$ cat src/rtl/uart_word_tx.sv
// uart_word_tx: sends a 32-bit word as four 8N1 UART frames,
// then acknowledges the requester with a four-phase send/send_done handshake.
module uart_word_tx #(
    parameter int CLKS_PER_BIT   = 5208,
    parameter bit MSB_BYTE_FIRST = 1'b0
) (
    input  logic        clk,
    input  logic        rst,
    input  logic        send,
    input  logic [31:0] data,
    output logic        send_done,
    output logic        busy,
    output logic        tx,
    output logic [2:0]  state_dbg
);

    localparam int BW = $clog2(CLKS_PER_BIT);
    localparam logic [BW-1:0] BAUD_MAX = BW'(CLKS_PER_BIT - 1);

    typedef enum logic [2:0] {
        IDLE  = 3'd0,
        START = 3'd1,
        DATA  = 3'd2,
        STOP  = 3'd3,
        DONE  = 3'd4
    } state_t;

    state_t        state, state_n;
    logic [BW-1:0] baud, baud_n;
    logic [2:0]    bit_idx, bit_idx_n;
    logic [1:0]    byte_idx, byte_idx_n;
    logic [31:0]   word, word_n;
    logic [7:0]    shreg, shreg_n;
    logic          tx_n, busy_n, done_n;
    logic [1:0]    sel;
    logic [7:0]    cur_byte;
    logic          bit_end;

    // For MSB-first order, byte k maps to lane 3-k, i.e. the inverted index.
    assign sel      = MSB_BYTE_FIRST ? ~byte_idx : byte_idx;
    assign cur_byte = word[{sel, 3'b000} +: 8];
    assign bit_end  = (baud == BAUD_MAX);

    always_comb begin
        state_n    = state;
        baud_n     = bit_end ? '0 : baud + 1'b1;
        bit_idx_n  = bit_idx;
        byte_idx_n = byte_idx;
        word_n     = word;
        shreg_n    = shreg;
        tx_n       = tx;
        busy_n     = busy;
        done_n     = send_done;
        case (state)
            IDLE: begin
                baud_n = '0;
                if (send) begin
                    state_n    = START;
                    word_n     = data;
                    byte_idx_n = 2'd0;
                    tx_n       = 1'b0;
                    busy_n     = 1'b1;
                end
            end
            START: begin
                if (bit_end) begin
                    // shreg holds the bits still pending after the one on tx
                    shreg_n   = {1'b0, cur_byte[7:1]};
                    bit_idx_n = 3'd0;
                    tx_n      = cur_byte[0];
                    state_n   = DATA;
                end
            end
            DATA: begin
                if (bit_end) begin
                    if (bit_idx == 3'd7) begin
                        state_n = STOP;
                        tx_n    = 1'b1;
                    end else begin
                        shreg_n   = {1'b0, shreg[7:1]};
                        bit_idx_n = bit_idx + 3'd1;
                        tx_n      = shreg[0];
                    end
                end
            end
            STOP: begin
                if (bit_end) begin
                    if (byte_idx != 2'd3) begin
                        byte_idx_n = byte_idx + 2'd1;
                        state_n    = START;
                        tx_n       = 1'b0;
                    end else begin
                        state_n = DONE;
                        done_n  = 1'b1;
                        busy_n  = 1'b0;
                        tx_n    = 1'b1;
                    end
                end
            end
            DONE: begin
                baud_n = '0;
                if (!send) begin
                    done_n  = 1'b0;
                    state_n = IDLE;
                end
            end
            default: begin
                state_n = IDLE;
                baud_n  = '0;
                tx_n    = 1'b1;
                busy_n  = 1'b0;
                done_n  = 1'b0;
            end
        endcase
    end

    always_ff @(posedge clk) begin
        if (rst) begin
            state     <= IDLE;
            baud      <= '0;
            bit_idx   <= 3'd0;
            byte_idx  <= 2'd0;
            word      <= 32'd0;
            shreg     <= 8'd0;
            tx        <= 1'b1;
            busy      <= 1'b0;
            send_done <= 1'b0;
        end else begin
            state     <= state_n;
            baud      <= baud_n;
            bit_idx   <= bit_idx_n;
            byte_idx  <= byte_idx_n;
            word      <= word_n;
            shreg     <= shreg_n;
            tx        <= tx_n;
            busy      <= busy_n;
            send_done <= done_n;
        end
    end

    assign state_dbg = state;

endmodule

$ cat config.mk
export PLATFORM = sky130hd
export DESIGN_NAME = uart_word_tx
export DESIGN_NICKNAME = d
export VERILOG_FILES = /design/src/rtl/uart_word_tx.sv
export SDC_FILE = /design/constraint.sdc
export NUM_CORES = 1
export LEC_CHECK = 0
export BUFFER_PORTS_ARGS = -buffer_cell sky130_fd_sc_hd__buf_2
export CELL_PAD_IN_SITES_DETAIL_PLACEMENT = 1
export CELL_PAD_IN_SITES_GLOBAL_PLACEMENT = 2
export CORE_ASPECT_RATIO = 0.75
export CORE_MARGIN = 5
export CORE_UTILIZATION = 37
export DETAILED_ROUTE_END_ITERATION = 10
export GPL_TIMING_DRIVEN = 0
export PLACE_DENSITY_LB_ADDON = 0.1
export SETUP_SLACK_MARGIN = 0.3
export SYNTH_ARGS = -nofsm -noshare
export SYNTH_HDL_FRONTEND = slang
export SYNTH_SLANG_ARGS = --single-unit
$ cat constraint.sdc
create_clock -name clk -period 5.5 [get_ports clk]
set_input_delay 1.1 -clock clk [delete_from_list [all_inputs] [get_ports clk]]
set_output_delay 1.1 -clock clk [all_outputs]
set_load 0.05 [all_outputs]
Word-level counts from Yosys, hierarchy flattened

Cells that the tools add are included.

Add/sub/neg operators: 3
Multiply operators: 0
Div/mod/pow operators: 0
Order comparisons: 0
Equality and inequality tests: 16
Shift-type cells: 1
Muxes and demuxes: 35
Bitwise operators: 4
Reductions and logical operators: 14

Operator list:

| kind                  | count |
|---|---|
| $shiftx 32x6->8       | 1 |
| $mux 3                | 10 |
| $mux 8                | 3 |
| $ne 2x2->1 const B    | 10 |
| $pmux 8 s2            | 1 |
| $reduce_and 4->1      | 4 |
| $pmux 3 s5            | 1 |
| $add 13x1->13 const B | 1 |
| $eq 13x13->1 const B  | 1 |
| $mux 1                | 12 |
| $reduce_or 3->1       | 4 |
| $eq 3x2->1 const B    | 2 |
| $eq 3x3->1 const B    | 2 |
| $mux 2                | 3 |
| $pmux 1 s3            | 2 |
| $pmux 3 s2            | 1 |
| $reduce_and 6->1      | 1 |
| $pmux 1 s5            | 1 |
| $reduce_and 5->1      | 1 |
| $not 1->1             | 4 |
| $pmux 2 s2            | 1 |
| $reduce_bool 2->1     | 2 |
| $add 3x1->3 const B   | 1 |
| $eq 3x1->1 const B    | 1 |
| other kinds (3)       | 3 |

Register bits: 64
Latch bits: 0
RAM bits: 0
Bits in read-only memories: 0
Output and inout port bits: 6
Logic and storage cells: 82
Memories: 0

Longest topological paths before layout

Depth in word-level cells: 4
Mapped depth: 7
Mapped depth without buffers: 6

Worst setup path before layout

No wires, ideal clock.

Path kind: input -> register
From: in send
To: reg word[2]
Arrival time: 2055 ps
Data required time: 5427 ps
Setup slack: 3372 ps
Stages on the path: 4
Buffers on the path: 1
Cell sequence: nor4b_2 > clkbuf_1 > nand2_1 > a21oi_1

Cells in the longest elaborated chain, start to end: 1

Ends and longest elaborated chain:

| element                           | RTL line | source |
|---|---|---|
| start: declaration                | 9        | `input logic send,` |
| $reduce_and 2->1 (no source line) | --       |  |
| end signal: assignment            | 133      | `word <= word_n;` |
| end: declaration                  | 32       | `logic [31:0] word, word_n;` |

No other way between the ends.
A chain may end at the register's enable or synchronous reset.

Final worst setup path

From: in send
To: reg word[4]

The elaborated chain is that of the path after synthesis.

==> qor.yml <==
status:
  run_status: "completed"
timing:
  shortest_clock_period_the_worst_path_allows_after_layout_ps: 2440
  fin_tns_setup_ps: 0
  fin_worst_skew_ps: 8.20
  report.final.hold_viol_count: 0
  max_slew_margin: 0.378
  tightestPinTransition_ps: 931
  timing.fmax_ghz: 0.410
  report.final.setup_viol: 0
  drv_slew: 0
  rsz0062_at_grt: "no"
  period_share: 0.444
placement:
  post-place-cells: 490
  numPortBuffers: 40
  dp.final_hpwl_mm: 6.00
  placedInstanceArea_um2: 3290
  place.gp.congestion: 0.749
pwr:
  seq_power_share: 0.441
  cellInternalPower_uw: 830
  power_density_nw_per_um2: 307
  switching_share_of_total_power: 0.238
  p_sw_uw: 259
  p_clk_frac: 0.477
  combinationalPowerShare: 0.082
  lkg_pwr_uw: 0.00130
  irDropWorstVdd_mv: 0.104
synth:
  syn-cell-area_um2: 2960
  synth_sequential_area_ratio: 0.426
  synth-async-reset-ratio: 0
  ys_types: 43
  synth_edf_count: 0
  synthesized_flop_and_latch_total: 63
  postSynthCellCount: 345
  syn-num-nets: 384
  ys_dominant_reg_cell: "dfxtp_1"
  synth.avg_cell_area_um2: 8.57
  ys.warnings.count: 0
run:
  cap_violations: 0
detailed_routing:
  route.detailed.drc: 0
  firstDrtPassIters: 4
  route.final.wire_length_mm: 8.54
  dr_total_vias: 2604
  drt-initial-drc-count: 98
  drt.antenna.violating_nets: 0
  wire_length_per_cell_after_detailed_routing_um: 16.9
  via_per_inst: 5.15
setup_path:
  cp.arrival_ps: 2710
  cp.buffers_inverters: 2
  cp.required_ps: 5770
  worstSetupStartpointType: "input pin"
  crit_slowest_cell: "nor4b_2"
  timing.critical_path.max_delay_family: "simple AND/OR/NAND/NOR gates"
  endpoint_kind: "flip-flop"
  max_stage_delay_ps: 700
  criticalPathCategory: "in2reg"
  crit_fanout: 10
  path_cells: "buf_2 > nor4b_2 > clkbuf_1 > nand2_1 > a21oi_1"
hold_path:
  min-delay-path-class: "reg2reg"
clock_network:
  worst_skew_pair.late_latency_ps: 350
  htree_num_levels: 3
  cts-root-to-sink-buffers: 2
  clock_sinks: 63
  cts_root_buf: "clkbuf_8"
  ctsResizeCount: 0
  post-cts-setup-buffers: 0
  cts_made_buffers: 9
  tritoncts_clock_tree: "yes"
  clk_transition_reported_paths_ps: 70
  number_of_hold_buffers_added_after_cts: 0
grt:
  grt-ovfl-total: 0
  grt_first_pass_wirelength_mm: 14.2
  first_global_vias: 2728
  grt_max_degree: 12
  track_usage: 0.186
  antenna_found_initial: 0
floorplanning:
  die_outline_width_um: 113
  design.core.area_um2: 7850
  rows: 28
  io-pin-count: 41
  start_util: 0.377
  die_area_um2: 9900
  chipHeight_um: 87.4
finish:
  layout_commonest_cell: "nand2_1"
  finalInstanceArea_um2: 3540
  final_nets: 435
  synthToLayoutAreaGrowth_pct: 19.8
  layout.cells.most_common_list: "85 x nand2_1, 63 x dfxtp_1, 44 x a21oi_1, 42 x buf_2, 21 x nor2_1"
  drive_above_1_share: 0.214
  stdcell_count: 506
  antenna_cells_inserted: 0
-- final cells by class --
class | instances | area, um2
buffer | 27 | 134
clock buffer | 11 | 151
clock inverter | 5 | 104
fill | 950 | 4300
inverter | 4 | 15.0
multi-input combinational | 251 | 1550
sequential | 63 | 1260
tap | 105 | 131
timing repair buffer | 40 | 200
-- registers in the layout (all words and copies together) (netlist names) --
register	count
bit_idx	3
word	32
send_done	1
tx	1
byte_idx	2
shreg	7
busy	1
state_dbg	3
baud	13
-- logic make-up after synthesis --
family / share of synthesized area
DFF: 0.426
AOI/OAI and AO/OA: 0.147
buffers and inverters: 0.0503
xor gates and xnor gates: 0.0326
and+or+nand+nor: 0.266
adders and majority gates: 0.0169
muxes: 0.0609
-- worst paths after layout --
check	cells past startpoint	start	endpoint	slack, ps
worst min-delay path	2	word[21]$_SDFFE_PP0P_	word[21]$_SDFFE_PP0P_	450
worst max register to register	5	state_dbg[0]$_SDFFE_PP0P_	word[4]$_SDFFE_PP0P_	3230
worst max-delay path	5	send	word[4]$_SDFFE_PP0P_	3060
worst min register to register	2	word[21]$_SDFFE_PP0P_	word[21]$_SDFFE_PP0P_	450
-- per-layer routing --
| layer | global-route usage | part of all wire | vias up |
|---|---|---|---|
| li1 | - | - | 1296 |
| met2 | 0.286 | 0.44 | 47 |
| met5 | 0 | 0 | - |
| met4 | 0.0557 | 0.012 | 0 |
| met3 | 0.0424 | 0.041 | 11 |
| met1 | 0.260 | 0.51 | 1250 |
-- synthesized netlist by cell type (2+ instances only) --
cell | instances | area share
nand3_1 | 6 | 0.010
nand2_1 | 85 | 0.11
a21oi_1 | 44 | 0.074
mux4_2 | 8 | 0.061
inv_1 | 4 | 0.0051
dfxtp_1 | 63 | 0.43
nor3b_1 | 4 | 0.010
nand4_1 | 5 | 0.011
nand3b_1 | 2 | 0.0051
nor2_1 | 21 | 0.027
a211o_1 | 2 | 0.0059
ha_1 | 4 | 0.017
o21ai_0 | 5 | 0.0085
xnor2_1 | 8 | 0.024
a311oi_2 | 6 | 0.030
and3b_1 | 2 | 0.0059
xor2_1 | 3 | 0.0089
nor3_1 | 12 | 0.020
clkbuf_1 | 19 | 0.024
nor4_1 | 3 | 0.0063
nand2b_1 | 10 | 0.021
or3b_2 | 3 | 0.0089
buf_2 | 2 | 0.0034
buf_6 | 4 | 0.015
buf_1 | 2 | 0.0025
-- tightest hold or removal path, stage by stage (launching register included) --
cell	delay [ps]
dfxtp_1	310
nand2_1	50
a21oi_1	50
-- power groups by stage --
| stage | Clock, uW | Combinational (uW) | Sequential (uW) |
|---|---|---|---|
| after global routing | 552 | 99.9 | 482 |
| after detailed placement | 0 | 89.6 | 491 |
| after CTS | 527 | 90.1 | 480 |
| final | 520 | 89.2 | 480 |
| after global placement | 0 | 87.7 | 490 |
| after floorplan | 0 | 49.5 | 495 |
-- metrics by stage --
stage	power, uW	setup slack, ps	hold WS, ps	utilization
floorplan	544	3370	418	-
global placement	578	2700	428	0.419
detailed placement	580	2630	445	0.419
CTS	1100	2990	458	0.452
global route	1130	2860	479	0.452
finish	1090	3060	454	0.452
Power figures use the tool's default switching activity.
